==> src/rtl/baccarat_match_ctrl_pkg.sv <==
// ------------------------------------------------------------------
// baccarat_match_ctrl_pkg: shared states, result codes, helpers. Rev 1.0
// ------------------------------------------------------------------
`default_nettype none

package baccarat_match_ctrl_pkg;

  typedef enum logic [2:0] {
    IDLE       = 3'd0,
    CLEAR      = 3'd1,
    DEAL       = 3'd2,
    SETTLE     = 3'd3,
    SHOW       = 3'd4,
    MATCH_OVER = 3'd5,
    FAULT      = 3'd6
  } state_e;

  localparam logic [1:0] RES_NONE   = 2'b00;
  localparam logic [1:0] RES_DEALER = 2'b01;
  localparam logic [1:0] RES_PLAYER = 2'b10;
  localparam logic [1:0] RES_TIE    = 2'b11;

  // Timer only has to hold 0..TIMEOUT-1.
  function automatic int timer_width(input int timeout);
    return (timeout > 1) ? $clog2(timeout) : 1;
  endfunction

endpackage

`default_nettype wire

==> src/rtl/baccarat_match_ctrl_sat.sv <==
// ------------------------------------------------------------------
// sat_counter: clearable up-counter that sticks at all-ones. Rev 1.0
// ------------------------------------------------------------------
`default_nettype none

module sat_counter #(
  parameter int CNT_W = 4
) (
  input  logic             slow_clock,
  input  logic             resetb,
  input  logic             clr,
  input  logic             en,
  output logic [CNT_W-1:0] cnt
);

  logic [CNT_W-1:0] cnt_q, cnt_d;

  always_comb begin
    cnt_d = cnt_q;
    if (clr) begin
      cnt_d = '0;
    end else if (en && (cnt_q != {CNT_W{1'b1}})) begin
      cnt_d = cnt_q + CNT_W'(1);
    end
  end

  always_ff @(posedge slow_clock or negedge resetb) begin
    if (!resetb) begin
      cnt_q <= '0;
    end else begin
      cnt_q <= cnt_d;
    end
  end

  assign cnt = cnt_q;

endmodule

`default_nettype wire

==> src/rtl/baccarat_match_ctrl.sv <==
// ------------------------------------------------------------------
// baccarat_match_ctrl: match sequencer above the per-hand FSM. Rev 1.0
// ------------------------------------------------------------------
`default_nettype none

module baccarat_match_ctrl
  import baccarat_match_ctrl_pkg::*;
#(
  parameter int WIN_TARGET = 5,
  parameter int CNT_W      = 4,
  parameter int TIMEOUT    = 15
) (
  input  logic             slow_clock,
  input  logic             resetb,
  input  logic             start,
  input  logic             next_round,
  input  logic             player_win_light,
  input  logic             dealer_win_light,
  output logic             hand_resetb,
  output logic [1:0]       last_result,
  output logic [CNT_W-1:0] player_wins,
  output logic [CNT_W-1:0] dealer_wins,
  output logic [CNT_W-1:0] ties,
  output logic [CNT_W-1:0] round_num,
  output logic             match_over,
  output logic [1:0]       match_winner,
  output logic             busy,
  output logic             fault
);

  localparam int               TMR_W      = timer_width(TIMEOUT);
  localparam logic [TMR_W-1:0] TMR_LAST   = TMR_W'(TIMEOUT - 1);
  localparam logic [CNT_W-1:0] CNT_TARGET = CNT_W'(WIN_TARGET);

  state_e           state_q, state_d;
  logic [TMR_W-1:0] timer_q, timer_d;
  logic [1:0]       last_result_q, last_result_d;
  logic [1:0]       match_winner_q, match_winner_d;
  logic [1:0]       result;
  logic             clr_all, inc_player, inc_dealer, inc_tie, inc_round;
  logic [CNT_W-1:0] player_post, dealer_post;

  assign result       = {player_win_light, dealer_win_light};
  assign last_result  = last_result_q;
  assign match_winner = match_winner_q;

  // Values the tallies will hold after this SETTLE edge, saturation included.
  assign player_post = (player_wins == {CNT_W{1'b1}}) ? player_wins : player_wins + CNT_W'(1);
  assign dealer_post = (dealer_wins == {CNT_W{1'b1}}) ? dealer_wins : dealer_wins + CNT_W'(1);

  always_ff @(posedge slow_clock or negedge resetb) begin
    if (!resetb) begin
      state_q        <= IDLE;
      timer_q        <= '0;
      last_result_q  <= RES_NONE;
      match_winner_q <= RES_NONE;
    end else begin
      state_q        <= state_d;
      timer_q        <= timer_d;
      last_result_q  <= last_result_d;
      match_winner_q <= match_winner_d;
    end
  end

  always_comb begin
    state_d        = state_q;
    timer_d        = timer_q;
    last_result_d  = last_result_q;
    match_winner_d = match_winner_q;
    clr_all        = 1'b0;
    inc_player     = 1'b0;
    inc_dealer     = 1'b0;
    inc_tie        = 1'b0;
    inc_round      = 1'b0;
    hand_resetb    = 1'b0;
    busy           = 1'b0;
    match_over     = 1'b0;
    fault          = 1'b0;

    case (state_q)
      IDLE: begin
        if (start) begin
          clr_all        = 1'b1;
          last_result_d  = RES_NONE;
          match_winner_d = RES_NONE;
          state_d        = CLEAR;
        end
      end
      CLEAR: begin
        busy    = 1'b1;
        timer_d = '0;
        state_d = DEAL;
      end
      DEAL: begin
        hand_resetb = 1'b1;
        busy        = 1'b1;
        timer_d     = timer_q + TMR_W'(1);
        // A result arriving on the final watchdog cycle still counts.
        if (result != RES_NONE) begin
          last_result_d = result;
          state_d       = SETTLE;
        end else if (timer_q == TMR_LAST) begin
          state_d = FAULT;
        end
      end
      SETTLE: begin
        hand_resetb = 1'b1;
        busy        = 1'b1;
        inc_player  = (last_result_q == RES_PLAYER);
        inc_dealer  = (last_result_q == RES_DEALER);
        inc_tie     = (last_result_q == RES_TIE);
        inc_round   = 1'b1;
        if (inc_player && (player_post == CNT_TARGET)) begin
          match_winner_d = RES_PLAYER;
          state_d        = MATCH_OVER;
        end else if (inc_dealer && (dealer_post == CNT_TARGET)) begin
          match_winner_d = RES_DEALER;
          state_d        = MATCH_OVER;
        end else begin
          state_d = SHOW;
        end
      end
      SHOW: begin
        hand_resetb = 1'b1;
        if (next_round) begin
          state_d = CLEAR;
        end
      end
      MATCH_OVER: begin
        hand_resetb = 1'b1;
        match_over  = 1'b1;
        if (start) begin
          clr_all        = 1'b1;
          last_result_d  = RES_NONE;
          match_winner_d = RES_NONE;
          state_d        = CLEAR;
        end
      end
      FAULT: begin
        fault = 1'b1;
      end
      default: begin
        state_d = IDLE;
      end
    endcase
  end

  sat_counter #(.CNT_W(CNT_W)) u_player_wins (
    .slow_clock (slow_clock),
    .resetb     (resetb),
    .clr        (clr_all),
    .en         (inc_player),
    .cnt        (player_wins)
  );

  sat_counter #(.CNT_W(CNT_W)) u_dealer_wins (
    .slow_clock (slow_clock),
    .resetb     (resetb),
    .clr        (clr_all),
    .en         (inc_dealer),
    .cnt        (dealer_wins)
  );

  sat_counter #(.CNT_W(CNT_W)) u_ties (
    .slow_clock (slow_clock),
    .resetb     (resetb),
    .clr        (clr_all),
    .en         (inc_tie),
    .cnt        (ties)
  );

  sat_counter #(.CNT_W(CNT_W)) u_round_num (
    .slow_clock (slow_clock),
    .resetb     (resetb),
    .clr        (clr_all),
    .en         (inc_round),
    .cnt        (round_num)
  );

endmodule

`default_nettype wire

==> config.mk <==
export PLATFORM = sky130hd
export DESIGN_NAME = baccarat_match_ctrl
export DESIGN_NICKNAME = d
export VERILOG_FILES = /design/src/rtl/baccarat_match_ctrl_pkg.sv /design/src/rtl/baccarat_match_ctrl_sat.sv /design/src/rtl/baccarat_match_ctrl.sv
export SDC_FILE = /design/constraint.sdc
export NUM_CORES = 1
export LEC_CHECK = 0
export CELL_PAD_IN_SITES_DETAIL_PLACEMENT = 0
export CELL_PAD_IN_SITES_GLOBAL_PLACEMENT = 1
export CORE_MARGIN = 2
export CORE_UTILIZATION = 39
export CTS_CLUSTER_SIZE = 14
export DETAILED_ROUTE_END_ITERATION = 10
export PLACE_DENSITY_LB_ADDON = 0.1
export REMOVE_ABC_BUFFERS = 1
export SYNTH_ARGS = -nofsm -noshare
export SYNTH_HDL_FRONTEND = slang
export SYNTH_SLANG_ARGS = --single-unit
==> constraint.sdc <==
create_clock -name slow_clock -period 2.1 [get_ports slow_clock]
set_input_delay 0.42 -clock slow_clock [delete_from_list [all_inputs] [get_ports slow_clock]]
set_output_delay 0.42 -clock slow_clock [all_outputs]
set_load 0.01 [all_outputs]
==> impl_metrics.yaml <==
route:
  drtPass1Iterations: 4
  ant_nets: 0
  drt_iter0_drc: 77
  vias: 1397
  drt-total-wl_mm: 3.78
  vias_per_cell: 5.37
  drc: 0
  post_drt_wl_per_cell_um: 14.5
die:
  rows: 23
  dieArea_sq_um: 4700
  die_x_um: 68.6
  initial_core_util: 0.407
  io_pins: 30
  core_area_sq_um: 4000
  die_h_um: 68.6
cts:
  cts_tree: "built"
  clk_pin_slew_ns: 0.09
  clock_sinks: 27
  root_buffer: "clkbuf_8"
  clk_path_buf_depth: 2
  cts_inserted_buffers: 3
  cts_hold_buffers: 0
  htreeDepth: 1
  clock_latency_ns: 0.27
critical_path:
  crit_start: "state_q[0]"
  critPathLaunchType: "register"
  cp.arrival_ns: 1.57
  cp_slowest_stage_delay_ns: 0.54
  crit_buf_inv: 2
  crit_path_max_fanout: 15
  worstPathCellList: "buf_6, and3_1, clkdlybuf4s50_1"
  critPathSlowestCell: "clkdlybuf4s50_1"
  cp.required_ns: 1.68
  r2r-start: "state_q[2]"
  cp_top_family: "buffers and inverters"
  critPathCaptureType: "output pin"
  path_class: "register to output pin"
yosys:
  synth_top_area_frac: 0.415
  ys.flop_type: "dfrtp_1"
  netlist_top_cells_area: "dfrtp_1, ha_1, nor2_1"
  synth_most_common_cell: "dfrtp_1"
  synthCells: 175
  yosysUniqueCellTypes: 42
  async_flop_share: 1.00
  synth_area_leader_cell: "dfrtp_1"
  seq_area_frac_synth: 0.415
  synth-seq-cells: 27
  synth_edf_count: 0
  synth_area_sq_um: 1630
  avgSynthCellArea_sq_um: 9.29
  synthTopCellsByCount: "dfrtp_1, nor2_1, nand2_1"
  yosysWarnings: 0
power:
  ir_worst_vdd_mv: 0.552
  p_leak_nw: 0.911
  power_density_nw_per_um2: 982
  power.total_mw: 2.03
timing:
  fin_crit_ns: 1.99
  grt_setup_unrepaired: "false"
  relSlewSlack: 0.704
  setup_tns_ns: 0
  min_period_over_period: 0.948
  hold_violations: 0
  setup_viol: 0
  clock_skew_ns: 0.00975
  worst_pin_slew_ns: 0.441
  whs_ns: 0.520
  drv_slew: 0
  fmax_ghz: 0.502
global_route:
  antenna_found_initial: 0
  grt_pass1_wl_mm: 6.37
  grt_usage: 0.179
  grt_max_degree: 28
  globalRouteOverflowTotal: 0
  grt_pass1_vias: 1362
cells_and_area:
  finalNetCount: 227
  diodes: 0
  area_growth_syn_to_layout_pct: 27.4
  multi_input_area_sq_um: 895
  seq_area_sq_um: 678
  fill_cells: 378
  drive_above_1_share: 0.0952
placed_design:
  io_buffers: 29
  dp.final_hpwl_mm: 2.79
  place_congestion: 0.797
min_path:
  hold_class: "input pin to asynchronous set/reset pin"
flow_run:
  maxCapViolCount: 0
outcome:
  status: "finished, final reports clean"
-- cell families after synthesis --
logic type / after synthesis / share of synthesized area
AND/OR/NAND/NOR: 74 / 0.246
flip-flops: 27 / 0.415
adder cells (fa/ha/maj): 10 / 0.0769
AO/OA/AOI/OAI: 34 / 0.137
buffers and inverters: 15 / 0.0377
multiplexers: 6 / 0.0385
XOR/XNOR: 9 / 0.0485
-- worst register-to-register path: stages (launching register included) --
cell and delay [ns]:
dfrtp_2 0.45, buf_4 0.18, and3b_1 0.36, nand3_1 0.26, nor2b_1 0.23, o21ai_0 0.17
o21ai_0 0.10
-- placed cells by master, fill, tap and decap left out, drive strengths merged, types with 2 or more instances in the layout --
cell type and n:
clkdlybuf4s50 28, dfrtp 27, nor2 20, nand2 14, o21ai 12, ha 10
inv 8, buf 8, a21oi 7, nand3 7, xor2 6, and3 5
nand4 5, nor2b 5, mux2i 4, nor3 4, clkbuf 4, nor3b 3
xnor2 3, nand2b 3, a21boi 2, o31ai 2, mux2 2, nand4b 2
o2bb2ai 2, o21bai 2, nor4 2
-- layout make-up --
cell class / count / area share
inverter: 9 / 0.0169
tap: 50 / 0.0302
sequential: 27 / 0.327
timing repair buffer: 37 / 0.172
clock buffer: 4 / 0.0217
multi-input combinational: 133 / 0.432
-- where the power goes --
group / total, mW / switching (mW) / internal, mW
sequential: 0.766 / 0.143 / 0.624
clock: 0.291 / 0.155 / 0.136
combinational: 0.976 / 0.513 / 0.464
-- final timing paths --
kind / cells past startpoint / to / slack, ns
max: 3 / match_over / 0.11
min reg2reg: 2 / match_winner[0] / 0.55
max in group asynchronous: 2 / state_q[2] / 1.30
max reg2reg: 6 / u_player_wins.cnt[2] / 0.23
min in group slow_clock: 2 / match_winner[0] / 0.55
min: 2 / u_dealer_wins.cnt[1] / 0.52
-- flip-flops by register name, indices dropped and copies added, names as in the netlist --
name / cells
u_dealer_wins.cnt: 4
u_player_wins.cnt: 4
u_round_num.cnt: 4
u_ties.cnt: 4
match_winner: 2
timer_q: 4
last_result: 2
state_q: 3
-- routing by layer --
layer / vias to the layer above / routed length (um) / global-route usage / share of wire
met1: 684 / 1710 / 0.232 / 0.45
met2: 21 / 1920 / 0.299 / 0.51
met3: 4 / 105 / 0.0373 / 0.028
li1: 688 / - / - / -
met5: - / 0 / 0 / 0
met4: 0 / 46 / 0.0550 / 0.012
-- what timing repair did --
action	in CTS	in global routing
setup endpoints to repair	1	3
pin swaps	0	0
resized for setup	1	5
buffers inserted	0	0
endpoints found under the hold margin	0	0
gates cloned	0	0
-- stage by stage --
| step | instances | util | worst slack, ns | area, sq um |
|---|---|---|---|---|
| 4_1_cts | 260 | 0.515 | 0.00196 | 2060 |
| 5_1_grt | 260 | 0.518 | 0.00501 | 2070 |
| 2_1_floorplan | 169 | - | 0.328 | 1600 |
| 3_3_place_gp | 256 | 0.503 | 0.176 | 2010 |
| 3_5_place_dp | 256 | 0.503 | 0.118 | 2010 |
| 6_report | 260 | 0.518 | 0.109 | 2070 |
(Power assumes the default switching activity.)
